$ cat src/rtl/fifo_wr_arbiter_pkg.sv
// Shared types and width helpers for the FIFO write-port arbiter.
package fifo_wr_arbiter_pkg;

    // Arbiter FSM states: searching for a requester, or locked to one burst.
    typedef enum logic {
        ST_IDLE  = 1'b0,
        ST_GRANT = 1'b1
    } state_t;

    // Width of a requester index; a single requester still needs one bit.
    function automatic int idx_width(input int num_req);
        return (num_req <= 1) ? 1 : $clog2(num_req);
    endfunction

    // Width of the beat counter, with headroom for the MAX_BURST-1 compare.
    function automatic int cnt_width(input int max_burst);
        return $clog2(max_burst) + 1;
    endfunction

endpackage

$ cat src/rtl/fifo_wr_arbiter_rr_pick.sv
// Circular priority encoder: first set request strictly after ptr, wrapping.
module rr_pick
    import fifo_wr_arbiter_pkg::*;
#(
    parameter int NUM_REQ  = 4,
    parameter int ID_WIDTH = idx_width(NUM_REQ)
) (
    input  logic [NUM_REQ-1:0]  req,
    input  logic [ID_WIDTH-1:0] ptr,
    output logic                any,
    output logic [ID_WIDTH-1:0] idx
);

    int cand;

    // Walk candidates ptr+1 .. ptr+NUM_REQ modulo NUM_REQ; the nearest set bit wins.
    always_comb begin
        any  = 1'b0;
        idx  = '0;
        cand = 0;
        for (int k = 1; k <= NUM_REQ; k++) begin
            cand = int'(ptr) + k;
            if (cand >= NUM_REQ) cand = cand - NUM_REQ;
            for (int j = 0; j < NUM_REQ; j++) begin
                if (!any && (cand == j) && req[j]) begin
                    any = 1'b1;
                    idx = ID_WIDTH'(j);
                end
            end
        end
    end

endmodule

$ cat src/rtl/fifo_wr_arbiter.sv
// Round-robin, burst-locking arbiter driving the async FIFO write port.
module fifo_wr_arbiter
    import fifo_wr_arbiter_pkg::*;
#(
    parameter int DATA_WIDTH = 8,
    parameter int NUM_REQ    = 4,
    parameter int MAX_BURST  = 4,
    parameter int ID_WIDTH   = idx_width(NUM_REQ),
    parameter int CNT_WIDTH  = cnt_width(MAX_BURST)
) (
    input  logic                          CLK,
    input  logic                          RST,
    input  logic [NUM_REQ-1:0]            REQ_VALID,
    input  logic [NUM_REQ*DATA_WIDTH-1:0] REQ_DATA,
    input  logic [NUM_REQ-1:0]            REQ_LAST,
    output logic [NUM_REQ-1:0]            REQ_READY,
    input  logic                          FIFO_FULL,
    output logic                          FIFO_W_INC,
    output logic [DATA_WIDTH-1:0]         FIFO_WR_DATA,
    output logic [ID_WIDTH-1:0]           GNT_ID,
    output logic                          BUSY
);

    state_t                state, state_nxt;
    logic [ID_WIDTH-1:0]   gnt_id;
    logic [ID_WIDTH-1:0]   rr_ptr;
    logic [CNT_WIDTH-1:0]  beat_cnt;
    logic                  pick_any;
    logic [ID_WIDTH-1:0]   pick_id;
    logic                  sel_valid;
    logic                  sel_last;
    logic [DATA_WIDTH-1:0] sel_data;
    logic                  xfer;
    logic                  burst_end;

    rr_pick #(
        .NUM_REQ  (NUM_REQ),
        .ID_WIDTH (ID_WIDTH)
    ) u_rr_pick (
        .req (REQ_VALID),
        .ptr (rr_ptr),
        .any (pick_any),
        .idx (pick_id)
    );

    // Select the granted requester's valid/last/data; data is muxed even when idle.
    always_comb begin
        sel_valid = 1'b0;
        sel_last  = 1'b0;
        sel_data  = '0;
        for (int i = 0; i < NUM_REQ; i++) begin
            if (gnt_id == ID_WIDTH'(i)) begin
                sel_valid = REQ_VALID[i];
                sel_last  = REQ_LAST[i];
                sel_data  = REQ_DATA[i*DATA_WIDTH +: DATA_WIDTH];
            end
        end
    end

    // Next state and handshake outputs; READY follows FULL so nothing is written when full.
    always_comb begin
        state_nxt  = state;
        REQ_READY  = '0;
        FIFO_W_INC = 1'b0;
        BUSY       = 1'b0;
        xfer       = 1'b0;
        burst_end  = 1'b0;
        case (state)
            ST_IDLE: begin
                if (pick_any) state_nxt = ST_GRANT;
            end
            ST_GRANT: begin
                BUSY       = 1'b1;
                xfer       = sel_valid & ~FIFO_FULL;
                FIFO_W_INC = xfer;
                for (int i = 0; i < NUM_REQ; i++) begin
                    if (gnt_id == ID_WIDTH'(i)) REQ_READY[i] = ~FIFO_FULL;
                end
                burst_end = xfer & (sel_last | (beat_cnt == CNT_WIDTH'(MAX_BURST - 1)));
                if (burst_end) state_nxt = ST_IDLE;
            end
            default: state_nxt = ST_IDLE;
        endcase
    end

    // FSM state register.
    always_ff @(posedge CLK or negedge RST) begin
        if (!RST) state <= ST_IDLE;
        else      state <= state_nxt;
    end

    // Grant index, beat counter and round-robin pointer; the pointer moves only at burst end.
    always_ff @(posedge CLK or negedge RST) begin
        if (!RST) begin
            gnt_id   <= '0;
            beat_cnt <= '0;
            rr_ptr   <= ID_WIDTH'(NUM_REQ - 1);
        end else if (state == ST_IDLE) begin
            if (pick_any) begin
                gnt_id   <= pick_id;
                beat_cnt <= '0;
            end
        end else if (xfer) begin
            if (burst_end) begin
                beat_cnt <= '0;
                rr_ptr   <= gnt_id;
            end else begin
                beat_cnt <= beat_cnt + CNT_WIDTH'(1);
            end
        end
    end

    assign FIFO_WR_DATA = sel_data;
    assign GNT_ID       = gnt_id;

endmodule

$ cat config.mk
export PLATFORM = sky130hd
export DESIGN_NAME = fifo_wr_arbiter
export DESIGN_NICKNAME = d
export VERILOG_FILES = /design/src/rtl/fifo_wr_arbiter_pkg.sv /design/src/rtl/fifo_wr_arbiter_rr_pick.sv /design/src/rtl/fifo_wr_arbiter.sv
export SDC_FILE = /design/constraint.sdc
export NUM_CORES = 1
export LEC_CHECK = 0
export ABC_AREA = 0
export CORE_MARGIN = 1
export CORE_UTILIZATION = 36
export CTS_BUF_LIST = sky130_fd_sc_hd__clkbuf_2 sky130_fd_sc_hd__clkbuf_4 sky130_fd_sc_hd__clkbuf_8
export DETAILED_ROUTE_END_ITERATION = 12
export HOLD_SLACK_MARGIN = 0.05
export PLACE_DENSITY = 0.87
export SLEW_MARGIN = 40
export SYNTH_ARGS = -nofsm -noshare
export SYNTH_HDL_FRONTEND = slang
export SYNTH_SLANG_ARGS = --single-unit
$ cat constraint.sdc
create_clock -name CLK -period 1.85 [get_ports CLK]
set_input_delay 0.37 -clock CLK [delete_from_list [all_inputs] [get_ports CLK]]
set_output_delay 0.37 -clock CLK [all_outputs]
set_load 0.1 [all_outputs]
==> flow_summary.json <==
{
  "outcome": "complete, but fails checks",
  "violations": "negative setup slack",
  "grt_overflow": 0,
  "dp_hpwl_um": 2410,
  "cts-root-buf": "clkbuf_4",
  "syn_to_final_growth_pct": 115,
  "swShare": 0.541,
  "clkSinkCount": 8,
  "gp_congestion": 0.799,
  "slew_headroom": 0.740,
  "startpoint_type": "register",
  "seqPwrFrac": 0.131,
  "critPathMaxStageDelay_ns": 0.54,
  "dp.cells": 168,
  "finalSetupViolations": 11,
  "hold_viol": 0,
  "drtAntennaViolNets": 0,
  "io_buffer_count": 58,
  "gr-usage-all-layers": 0.265,
  "final_nets": 199,
  "cp_slowest_cell": "mux4_2",
  "path_cells": "buf_6 > mux4_2 > buf_12",
  "critical_path_class": "register to primary output",
  "dr_wl_met2_um": 1910,
  "cts_tree": "yes",
  "period_share": 1.08,
  "p_leak_nw": 0.787,
  "p_sw_mw": 1.95,
  "r2r_end": "rr_ptr[1]",
  "yosysWarnings": 0,
  "reg2reg_depth": 4,
  "core_area_um2": 2210,
  "drive_gt1_frac": 0.477,
  "rrSetupSlack_ns": 0.04,
  "post_dp_cell_area_um2": 1720,
  "die-area_um2": 2570,
  "maxCapViolations": 0,
  "synth.cell_area_um2": 852,
  "dr_wl_met3_um": 126,
  "diodes": 0,
  "clk_latency_ns": 0.27,
  "required_ns": 1.48,
  "synth_top_area_share": 0.176,
  "grt_pass1_vias": 1074,
  "finClkSkew_ns": 0.00638,
  "worst_pin_slew_ns": 0.389,
  "stdcell_count": 181,
  "top_layer_used": "met4",
  "grt_pass1_wl_um": 4970,
  "drcViolationCount": 0,
  "first_pass_iters": 4,
  "peakVddDrop_mv": 1.49,
  "combPwrFrac": 0.821,
  "critPathMaxFanout": 6,
  "die_w_um": 50.7,
  "num_rows": 17,
  "drt-initial-drc-count": 25,
  "finalInstanceArea_um2": 1840,
  "crit_arrival_ns": 1.62,
  "clock_power_share": 0.048,
  "max-clock-path-buffers": 2,
  "synthDistinctLibCells": 34,
  "r2r_start": "GNT_ID[1]",
  "ys_ff_latch": 8,
  "clk_pin_slew_ns": 0.06,
  "power_density_nw_per_um2": 1960,
  "timing.final.ws_setup_ns": -0.140,
  "cts_buffers": 3,
  "synthCells": 75,
  "ios": 59,
  "fin_crit_ns": 1.99,
  "grt_max_degree": 18,
  "synth_area_leaders": "dfrtp_1, mux4_2, mux4_1",
  "wirelength_um": 3400,
  "rsz0062_at_grt": "yes",
  "antenna_found_initial": 0,
  "hp-class": "primary input to async pin",
  "vias_per_cell": 5.55,
  "p_int_mw": 1.65,
  "power_mw": 3.61,
  "wl_per_cell_um": 18.8,
  "start_util": 0.385,
  "wl_met1_um": 1260,
  "cp-end-kind": "primary output",
  "fmax_mhz": 503,
  "num_vias": 1005,
  "die_h_um": 50.7,
  "yosys.area.top_type": "dfrtp_1",
  "final_max_slew_viol_count": 0,
  "synthesis.nets": 120,
  "htreeDepth": 1,
  "syn_avg_cell_area_um2": 11.4,
  "seq_area_frac_synth": 0.238,
  "fillerInstances": 123
}
layout make-up:
cell class	instances	area (um2)	share of cell area
inverters	5	18.8	0.0102
flip-flops and latches	8	214	0.117
well taps	28	35.0	0.0191
multi-input cells	58	641	0.349
repair buffers	78	897	0.489
clock buffers	4	30.0	0.0164
power by group through the flow:
stage	sequential [mW]	combinational, mW	clock [mW]
2_1_floorplan	0.574	1.70	0
5_1_grt	0.490	3.05	0.182
3_5_place_dp	0.479	2.71	0
3_3_place_gp	0.475	2.65	0
4_1_cts	0.460	2.84	0.176
6_report	0.474	2.96	0.173
layer usage:
metal,up-vias,GRT usage
met5,-,0
met4,0,0.139
met3,12,0.0303
met2,39,0.484
met1,511,0.297
li1,443,-
state kept, by name (all words and copies together) (netlist names):
register / flops
GNT_ID: 2
beat_cnt: 3
rr_ptr: 2
state: 1
what timing repair did:
action,4_1_cts,5_1_grt
pin swaps,4,1
resized for setup,12,9
hold buffers,0,0
endpoints found under the setup margin,12,19
buffers inserted,6,3
per-stage QoR:
step	util	setup WS [ns]	TNS (ns)	hold slack, ns
after floorplan	-	-0.355	-3.49	0.0744
after global placement	0.778	-0.158	-0.593	0.464
after detailed placement	0.778	-0.173	-1.18	0.486
after CTS	0.812	-0.152	-1.25	0.381
after global routing	0.830	-0.178	-1.64	0.392
final	0.830	-0.140	-1.15	0.381
layout by cell type (no fill, tap or decap), drive strengths merged, types with 3 or more instances in the layout:
cell            n
mux4            9
buf            36
nand2           7
nor2            6
clkdlybuf4s50  38
clkbuf          4
dfrtp           6
nand2b          3
nor3            3
mux2            5
nor2b           5
inv             5
dlygate4sd2     3
worst max-delay path by stage:
stage                             from         endpoint  depth (start not counted)
after floorplan              GNT_ID[0]     REQ_READY[2]                          3
after global placement    REQ_VALID[3]       FIFO_W_INC                          5
after detailed placement  REQ_VALID[1]        rr_ptr[0]                          6
after CTS                    GNT_ID[0]  FIFO_WR_DATA[6]                          3
after global routing         GNT_ID[0]  FIFO_WR_DATA[1]                          3
final                        GNT_ID[0]  FIFO_WR_DATA[5]                          3
logic make-up after synthesis:
family / count (synthesis) / share of synthesized area
muxes: 16 / 0.354
AOI/OAI and AO/OA: 11 / 0.138
adders and majority gates: 2 / 0.0294
DFF: 8 / 0.238
buffers and inverters: 9 / 0.0587
and+or+nand+nor: 29 / 0.182
synthesized netlist by cell type:
cell type	n
nand2_1	7
dfrtp_1	6
nor2_1	6
inv_1	5
mux4_2	5
nor2b_1	5
mux4_1	4
nand2b_1	3
nor3_1	3
buf_6	2
dfstp_2	2
ha_1	2
mux2_1	2
mux2_4	2
mux2i_1	2
a22oi_1	1
a22oi_2	1
a2bb2oi_4	1
a311oi_1	1
a31oi_1	1
and2b_1	1
and3_1	1
buf_2	1
clkbuf_1	1
mux2_2	1
nand3b_1	1
nor3b_1	1
nor4_2	1
o21bai_1	1
o22ai_1	1
o31ai_1	1
o32a_1	1
o41ai_1	1
o41ai_2	1
worst max-delay path, delay by kind of cell, from the launching register on:
| kind | cells | cell delay, ns |
|---|---|---|
| flops | 1 | 0.46 |
| buf+inv | 2 | 0.34 |
| mux | 1 | 0.54 |
No activity file was read; power rests on OpenSTA's default activity.
